$ cat config.mk
export PLATFORM = sky130hd
export DESIGN_NAME = link_ddr_downstream_sipo
export DESIGN_NICKNAME = d
export VERILOG_FILES = /design/src/rtl/link_ddr_downstream_sipo.sv
export SDC_FILE = /design/constraint.sdc
export NUM_CORES = 1
export LEC_CHECK = 0
export ABC_AREA = 1
export BUFFER_PORTS_ARGS = -buffer_cell sky130_fd_sc_hd__clkbuf_2
export CORE_MARGIN = 3
export CORE_UTILIZATION = 63
export DETAILED_ROUTE_END_ITERATION = 12
export GPL_TIMING_DRIVEN = 0
export PLACE_DENSITY = 0.86
export SYNTH_ARGS = -nofsm -noshare
export SYNTH_HDL_FRONTEND = slang
export SYNTH_SLANG_ARGS = --single-unit
$ cat constraint.sdc
create_clock -name clk -period 12.18 [get_ports clk]
set_input_delay 1.827 -clock clk [delete_from_list [all_inputs] [get_ports clk]]
set_output_delay 1.827 -clock clk [all_outputs]
set_load 0.03 [all_outputs]
$ cat src/rtl/link_ddr_downstream_sipo.sv
// Receive-side DDR link stage: reassembles per-clock link beats into core words,
// buffers them in a small FIFO and returns credit tokens as words are consumed.
module link_ddr_downstream_sipo #(
    parameter int CH_W             = 8,
    parameter int NUM_CH           = 2,
    parameter int WORD_W           = 64,
    parameter int FIFO_DEPTH       = 4,
    parameter int TOKEN_DECIMATION = 2
) (
    input  logic                     clk,
    input  logic                     rst,
    input  logic [NUM_CH-1:0]        io_valid_i,
    input  logic [2*NUM_CH*CH_W-1:0] io_data_i,
    output logic                     core_valid_o,
    output logic [WORD_W-1:0]        core_data_o,
    input  logic                     core_ready_i,
    output logic [NUM_CH-1:0]        token_o,
    output logic                     err_overflow_o,
    output logic                     err_skew_o
);

    localparam int BEAT_W = 2 * NUM_CH * CH_W;
    localparam int BEATS  = WORD_W / BEAT_W;
    localparam int CNT_W  = (BEATS > 1) ? $clog2(BEATS) : 1;
    localparam int AW     = $clog2(FIFO_DEPTH);
    localparam int DW     = (TOKEN_DECIMATION > 1) ? $clog2(TOKEN_DECIMATION) : 1;

    logic [CNT_W-1:0]  beat_cnt_r;
    logic [WORD_W-1:0] asm_r;
    logic [WORD_W-1:0] mem_r [FIFO_DEPTH];
    logic [AW:0]       wr_ptr_r;
    logic [AW:0]       rd_ptr_r;
    logic [DW-1:0]     deq_cnt_r;
    logic [NUM_CH-1:0] token_r;
    logic              err_overflow_r;
    logic              err_skew_r;

    logic              all_valid_s;
    logic              skew_s;
    logic              last_beat_s;
    logic [WORD_W-1:0] word_s;
    logic              empty_s;
    logic              full_s;
    logic              pop_s;
    logic              push_s;
    logic              overflow_s;
    logic              tok_wrap_s;

    // Beat classification, word assembly and FIFO push/pop decisions.
    always_comb begin
        all_valid_s = &io_valid_i;
        skew_s      = (|io_valid_i) && !all_valid_s;
        last_beat_s = all_valid_s && (beat_cnt_r == CNT_W'(BEATS - 1));
        word_s      = asm_r;
        word_s[(BEATS-1)*BEAT_W +: BEAT_W] = io_data_i;
        empty_s     = (wr_ptr_r == rd_ptr_r);
        full_s      = (wr_ptr_r[AW] != rd_ptr_r[AW]) &&
                      (wr_ptr_r[AW-1:0] == rd_ptr_r[AW-1:0]);
        pop_s       = !empty_s && core_ready_i;
        // A full FIFO still accepts a word when the head leaves on the same edge.
        push_s      = last_beat_s && (!full_s || pop_s);
        overflow_s  = last_beat_s && full_s && !pop_s;
        tok_wrap_s  = pop_s && (deq_cnt_r == DW'(TOKEN_DECIMATION - 1));
    end

    // Beat counter and assembly register; skew throws away the partial word.
    always_ff @(posedge clk) begin
        if (rst) begin
            beat_cnt_r <= '0;
        end else if (skew_s) begin
            beat_cnt_r <= '0;
        end else if (all_valid_s) begin
            asm_r[beat_cnt_r*BEAT_W +: BEAT_W] <= io_data_i;
            if (last_beat_s) begin
                beat_cnt_r <= '0;
            end else begin
                beat_cnt_r <= beat_cnt_r + CNT_W'(1);
            end
        end
    end

    // FIFO storage and wrap-bit pointers.
    always_ff @(posedge clk) begin
        if (rst) begin
            wr_ptr_r <= '0;
            rd_ptr_r <= '0;
        end else begin
            if (push_s) begin
                mem_r[wr_ptr_r[AW-1:0]] <= word_s;
                wr_ptr_r <= wr_ptr_r + (AW+1)'(1);
            end
            if (pop_s) begin
                rd_ptr_r <= rd_ptr_r + (AW+1)'(1);
            end
        end
    end

    // Dequeue counter and credit token toggling.
    always_ff @(posedge clk) begin
        if (rst) begin
            deq_cnt_r <= '0;
            token_r   <= '0;
        end else if (pop_s) begin
            if (tok_wrap_s) begin
                deq_cnt_r <= '0;
                token_r   <= ~token_r;
            end else begin
                deq_cnt_r <= deq_cnt_r + DW'(1);
            end
        end
    end

    // Sticky error flags, cleared only by reset.
    always_ff @(posedge clk) begin
        if (rst) begin
            err_overflow_r <= 1'b0;
            err_skew_r     <= 1'b0;
        end else begin
            if (overflow_s) begin
                err_overflow_r <= 1'b1;
            end
            if (skew_s) begin
                err_skew_r <= 1'b1;
            end
        end
    end

    assign core_valid_o   = !empty_s;
    assign core_data_o    = mem_r[rd_ptr_r[AW-1:0]];
    assign token_o        = token_r;
    assign err_overflow_o = err_overflow_r;
    assign err_skew_o     = err_skew_r;

endmodule

==> results.ini, run 1 <==
[global_routing]
grt_remaining_overflow = 0
grt_antenna_before_repair = 0
track_usage_pct = 27.3
grt_first_pass_wirelength_mm = 41.7
grt_max_degree = 33
first_global_vias = 7452

[detailed_routing]
routed-via-count = 7596
wire_per_inst_um = 22.1
drc = 0
detail_route.wirelength_mm = 27.1
drtAntennaViolNets = 0
drt_iter0_drc = 1157
detail_route.first_pass.iterations = 6
avgViaCountPerCell = 6.20

[worst_setup_path]
timing.critical_path.arrival_ns = 2.31
setup.worst_path.start_class = register
critical_path_type = reg -> out
reg_to_reg_critical_path_endpoint = mem_r[2][7]
r2r_start = wr_ptr_r[1]
rrSetupSlack_ns = 9.53
required_ns = 10.35
worst_r2r_path_depth = 11
crit_fanout = 10
type_of_destination_of_the_critical_path = output pin

[placement]
pre_cts_slack_ns = 7.94
place.detailed.hpwl_mm = 17.2
place.detailed.instances = 1177
place.gp.congestion = 0.873
place.port_buffers = 105

[sta]
final-hold-violation-count = 0
setup-tns-final_ns = 0
fmaxAchievable_ghz = 0.242
finalSetupViolations = 0
worst_clock_skew_ns = 0.0103
rsz0062_at_grt = no
fin_crit_sh_pct = 33.9
slew_headroom_pct = 36.9
timing.final.crit_period_ns = 4.13
final-max-slew-violation-count = 0
worst_slack_ns = 8.05
max_slew.worst_pin.slew_ns = 0.945

[yosys]
yosysSeqAreaShare_pct = 77.9
synth_top_cell_by_area = sky130_fd_sc_hd__edfxtp_1
syn-num-nets = 865
ys_async_sr_fraction_pct = 0
synthesis.yosys.warnings = 0
ys_top_cells_by_area = sky130_fd_sc_hd__edfxtp_1 75%, sky130_fd_sc_hd__nor2_1 5.7%, sky130_fd_sc_hd__o22ai_1 3.5%
synth_edf_count = 288
postSynthCellCount = 821
synthesis_stage_register_bit_count = 302
ys_dominant_reg_cell = sky130_fd_sc_hd__edfxtp_1
synth.top_cell.area_share_pct = 75.4
ys_types = 27
syn_avg_cell_area_sq_um = 14.0
synth_area_sq_um = 11500

[cts]
htreeDepth = 1
clock_sink_count = 302
total_of_cells_resized_after_clock_tree_synthesis = 0
cts_setup_buffers = 0
number_of_buffers_inserted_by_hold_repair_at_cts = 0
clock_tree.buffer_depth = 3
tritoncts = yes
path_clk_slew_ns = 0.06
cts-root-buf = sky130_fd_sc_hd__clkbuf_16
number_of_buffers_created_by_cts = 27
clk_latency_ns = 0.53

[cells_and_area]
post_route_cells_drive_above_1_share_pct = 20.4
leading_cell_type_in_the_layout_fill_and_taps_excluded = sky130_fd_sc_hd__edfxtp_1
layout-area-overhead-vs-synth_pct = 16.9
layoutNonFillerInstCount = 1226
diodes = 0
final_nets = 1025
final_cell_mix = 288 x sky130_fd_sc_hd__edfxtp_1, 173 x sky130_fd_sc_hd__nor2_1, 105 x sky130_fd_sc_hd__clkbuf_2

[pwr]
power_density_nw_per_um2 = 171
finalPower_uw = 2290
max-vdd-ir-drop_v = 0.000101
power_leakage_uw = 0.00487

[floorplanning]
core_region_area_sq_um = 17500
io_pins = 106
rows = 48
die_width_um = 141
chipHeight_um = 141
initial_utilization_pct = 65.4
die_area_sq_um = 19900

[min_path]
hold_end = err_skew_o
timing.hold.worst.class = reg -> reg
hp-start = err_skew_o
hold-path-cell-count = 2

[job]
max_cap_viol_count = 0

[outcome]
status = complete, no violations

-- worst max-delay path: stages (launching register included) --
cell                       delay, ns
sky130_fd_sc_hd__dfxtp_1        0.36
sky130_fd_sc_hd__buf_4          0.22
sky130_fd_sc_hd__clkbuf_1       0.45
sky130_fd_sc_hd__o21ai_0        0.22
sky130_fd_sc_hd__o22ai_1        0.27
sky130_fd_sc_hd__clkbuf_2       0.25
-- cells in the mapped netlist (5+ instances only) --
| master | instances |
|---|---|
| sky130_fd_sc_hd__inv_1 | 44 |
| sky130_fd_sc_hd__nand2_1 | 21 |
| sky130_fd_sc_hd__o21ai_1 | 57 |
| sky130_fd_sc_hd__o22ai_1 | 64 |
| sky130_fd_sc_hd__o21ai_0 | 73 |
| sky130_fd_sc_hd__buf_4 | 6 |
| sky130_fd_sc_hd__ha_1 | 7 |
| sky130_fd_sc_hd__clkbuf_1 | 25 |
| sky130_fd_sc_hd__dfxtp_1 | 14 |
| sky130_fd_sc_hd__buf_6 | 11 |
| sky130_fd_sc_hd__edfxtp_1 | 288 |
| sky130_fd_sc_hd__nor2_1 | 174 |
| sky130_fd_sc_hd__inv_2 | 5 |
-- stage by stage --
stage          utilization (%)  instance area (sq um)  hold WS, ns
2_1_floorplan                -                  11500        0.459
3_3_place_gp              70.0                  12300        0.448
3_5_place_dp              71.9                  12600        0.465
4_1_cts                   76.4                  13400        0.486
5_1_grt                   76.4                  13400        0.502
6_report                  76.4                  13400        0.481
-- cell type report --
class | count | area (sq um)
Inverter | 49 | 184
Clock inverter | 11 | 72.6
Clock buffer | 38 | 727
Timing Repair Buffer | 131 | 830
Fill cell | 916 | 4130
Sequential cell | 302 | 8930
Buffer | 46 | 283
Multi-Input combinational cell | 424 | 2100
Tap cell | 225 | 282
-- worst max-delay path by stage --
stage	to	slack, ns	depth (start not counted)	start
detailed placement	mem_r[2][5]	7.94	11	io_valid_i[0]
global route	core_data_o[31]	7.92	5	register
global placement	mem_r[3][20]	1.10	6	io_valid_i[0]
CTS	core_data_o[23]	8.05	5	register
finish	core_data_o[23]	8.05	5	register
floorplan	mem_r[0][0]	4.63	5	io_valid_i[0]
-- kinds of logic after synthesis --
logic type / count (synthesis) / share of synthesized area [%]
AOI/OAI and AO/OA: 199 / 9.41
xor gates and xnor gates: 3 / 0.229
adders and majority gates: 7 / 0.764
buffers and inverters: 95 / 4.07
DFF: 302 / 77.9
and+or+nand+nor: 215 / 7.67
-- report_power, final --
part	switching, uW	internal (uW)
combinational	258	93.7
sequential	7.08	1140
clock	351	435
-- per-layer routing --
layer,vias up,GRT usage [%],part of all wire [%]
met1,3632,37.2,37
met5,-,0,0
met2,586,44.1,49
met3,69,6.58,12
li1,3309,-,-
met4,0,9.08,2.7
-- state kept, by name (all words and copies together), names as in the netlist, named ones only --
| signal | count |
|---|---|
| err_skew_o | 1 |
| token_o | 2 |
| wr_ptr_r | 3 |
| beat_cnt_r | 1 |
| asm_r | 32 |
| rd_ptr_r | 3 |
| err_overflow_o | 1 |
| deq_cnt_r | 1 |
| mem_r | 256 |
Power figures use the tool's default switching activity.
==> run 2, diff against run 1 <==
- CORE_UTILIZATION: 63 -> 59
- PLACE_DENSITY: 0.86 -> 0.81
- clock period: 12.18 -> 4.2 ns (I/O delays scaled with it)
==> results.ini, run 2 (synthesis gave the netlist of run 1 again) <==
[cts]
cts_setup_buffers = 0
htreeDepth = 1
tritoncts = yes
number_of_buffers_inserted_by_hold_repair_at_cts = 0
path_clk_slew_ns = 0.06
total_of_cells_resized_after_clock_tree_synthesis = 0
cts-root-buf = sky130_fd_sc_hd__clkbuf_16
clock_tree.buffer_depth = 3
number_of_buffers_created_by_cts = 29
clock_sink_count = 302
clk_latency_ns = 0.54

[detailed_routing]
drt_iter0_drc = 777
avgViaCountPerCell = 5.84
wire_per_inst_um = 20.7
drc = 0
detail_route.wirelength_mm = 26.3
routed-via-count = 7408
detail_route.first_pass.iterations = 8
drtAntennaViolNets = 0

[pwr]
comb_power_share_pct = 14.9
max-vdd-ir-drop_v = 0.000510
pwr-share-seq_pct = 49.0
power_leakage_uw = 0.00493
power.switching_fraction_pct = 26.5
cell_internal_pwr_uw = 4990
power_frac_clock_pct = 36.1
switching_power_uw = 1800
power_density_nw_per_um2 = 501

[worst_setup_path]
reg_to_reg_critical_path_endpoint = mem_r[0][0]
critical_path.top_delay_family = buffers and inverters
cp_slowest_cell = sky130_fd_sc_hd__clkbuf_1
crit_buf_inv = 3
type_of_destination_of_the_critical_path = output pin
critical_path.cell_chain = buf_4 -> clkbuf_1 -> o21ai_0 -> o22ai_1 -> clkbuf_2
setup.worst_path.start_class = register
worst_r2r_path_depth = 8
crit_fanout = 10
timing.critical_path.arrival_ns = 2.30
cp_num_cells = 5
worstSetupEndpoint = core_data_o[42]
required_ns = 3.57
rrSetupSlack_ns = 1.62
critical_path_type = reg -> out
r2r_start = beat_cnt_r
slowest_delay_ns = 0.40

[cells_and_area]
post_route_cells_drive_above_1_share_pct = 21.3
layout-area-overhead-vs-synth_pct = 18.4
leading_cell_type_in_the_layout_fill_and_taps_excluded = sky130_fd_sc_hd__edfxtp_1
layoutNonFillerInstCount = 1268
largest_register_ff_count = 256
final_nets = 1029
final_cell_mix = 288 x sky130_fd_sc_hd__edfxtp_1, 173 x sky130_fd_sc_hd__nor2_1, 105 x sky130_fd_sc_hd__clkbuf_2

[outcome]
status = complete, no violations

[floorplanning]
core_region_area_sq_um = 18900
io_pins = 106
initial_utilization_pct = 60.7
die_width_um = 145
rows = 50
chipHeight_um = 145
die_area_sq_um = 21100

[global_routing]
grt_max_degree = 33
grt_antenna_before_repair = 1
first_global_vias = 7619
grt_remaining_overflow = 0
track_usage_pct = 24.3
grt_first_pass_wirelength_mm = 40.5

[sta]
finalSetupViolations = 0
worst_slack_ns = 1.27
rsz0062_at_grt = no
worst_clock_skew_ns = 0.0175
fin_crit_sh_pct = 69.7
final-max-slew-violation-count = 0
fmaxAchievable_ghz = 0.342
setup-tns-final_ns = 0
final-hold-violation-count = 0
max_slew.worst_pin.slew_ns = 0.916
timing.final.crit_period_ns = 2.93
slew_headroom_pct = 38.8

[placement]
place.detailed.hpwl_mm = 16.9
place.gp.congestion = 0.819
place.port_buffers = 105
place.detailed.instances = 1214
pre_cts_slack_ns = 1.22

[min_path]
timing.hold.worst.class = in -> reg

[job]
max_cap_viol_count = 0

run 2: cell count changes in the layout (fill, tap and decap cells not counted):
cell,previous run,this run
sky130_fd_sc_hd__clkbuf_8,1,4
sky130_fd_sc_hd__clkinv_1,6,3
sky130_fd_sc_hd__buf_4,6,8
sky130_fd_sc_hd__buf_6,34,36
sky130_fd_sc_hd__buf_8,3,1
sky130_fd_sc_hd__clkbuf_16,27,29
sky130_fd_sc_hd__clkinv_4,0,2
sky130_fd_sc_hd__clkbuf_1,35,34
sky130_fd_sc_hd__clkinv_2,4,3
sky130_fd_sc_hd__clkinv_8,0,1
sky130_fd_sc_hd__clkinvlp_4,0,1
sky130_fd_sc_hd__diode_2,0,1
run 2: area by class of cell:
type,instances,area (sq um)
Tap cell,260,325
Buffer,46,283
Antenna cell,1,2.50
Timing Repair Buffer,133,837
Clock inverter,11,97.6
Clock buffer,42,815
Fill cell,1127,5320
Inverter,49,184
Multi-Input combinational cell,424,2100
Sequential cell,302,8930
run 2: power by group through the flow:
stage / sequential, uW / clock, uW / combinational (uW)
floorplan: 3390 / 0 / 656
global placement: 3390 / 0 / 969
detailed placement: 3390 / 0 / 991
CTS: 3330 / 2470 / 1000
global route: 3330 / 2600 / 1080
finish: 3330 / 2450 / 1010
run 2: per-stage QoR:
stage	hold slack, ns	instance area, sq um	power [uW]	utilization, %
floorplan	0.459	11500	4050	-
global placement	0.449	12300	4360	65.2
detailed placement	0.465	12700	4390	67.0
CTS	0.315	13600	6800	71.8
global route	0.322	13600	7010	71.8
finish	0.329	13600	6790	71.8
run 2: worst min-delay path by stage:
stage,from,to,cells past startpoint
after floorplan,asm_r[0],mem_r[0][0],0
after global placement,err_overflow_o,err_overflow_o,1
after detailed placement,err_overflow_o,err_overflow_o,1
after CTS,io_data_i[16],mem_r[2][48],1
after global routing,io_data_i[16],mem_r[2][48],1
final,io_data_i[16],mem_r[3][48],1
run 2: routing by layer:
layer	global-route usage [%]	up-vias	part of all wire, %
met5	0	-	0
met4	10.1	0	3.7
met3	4.61	89	10
met2	40.4	501	49
met1	32.1	3504	37
li1	-	3314	-
run 2: worst register-to-register path, cell delays in order, from the launching register on:
cell	delay, ns
sky130_fd_sc_hd__dfxtp_1	0.30
sky130_fd_sc_hd__buf_2	0.22
sky130_fd_sc_hd__nand2_1	0.10
sky130_fd_sc_hd__inv_1	0.18
sky130_fd_sc_hd__nand2_4	0.12
sky130_fd_sc_hd__nor3b_2	0.70
sky130_fd_sc_hd__buf_6	0.26
sky130_fd_sc_hd__buf_6	0.20
sky130_fd_sc_hd__buf_6	0.20
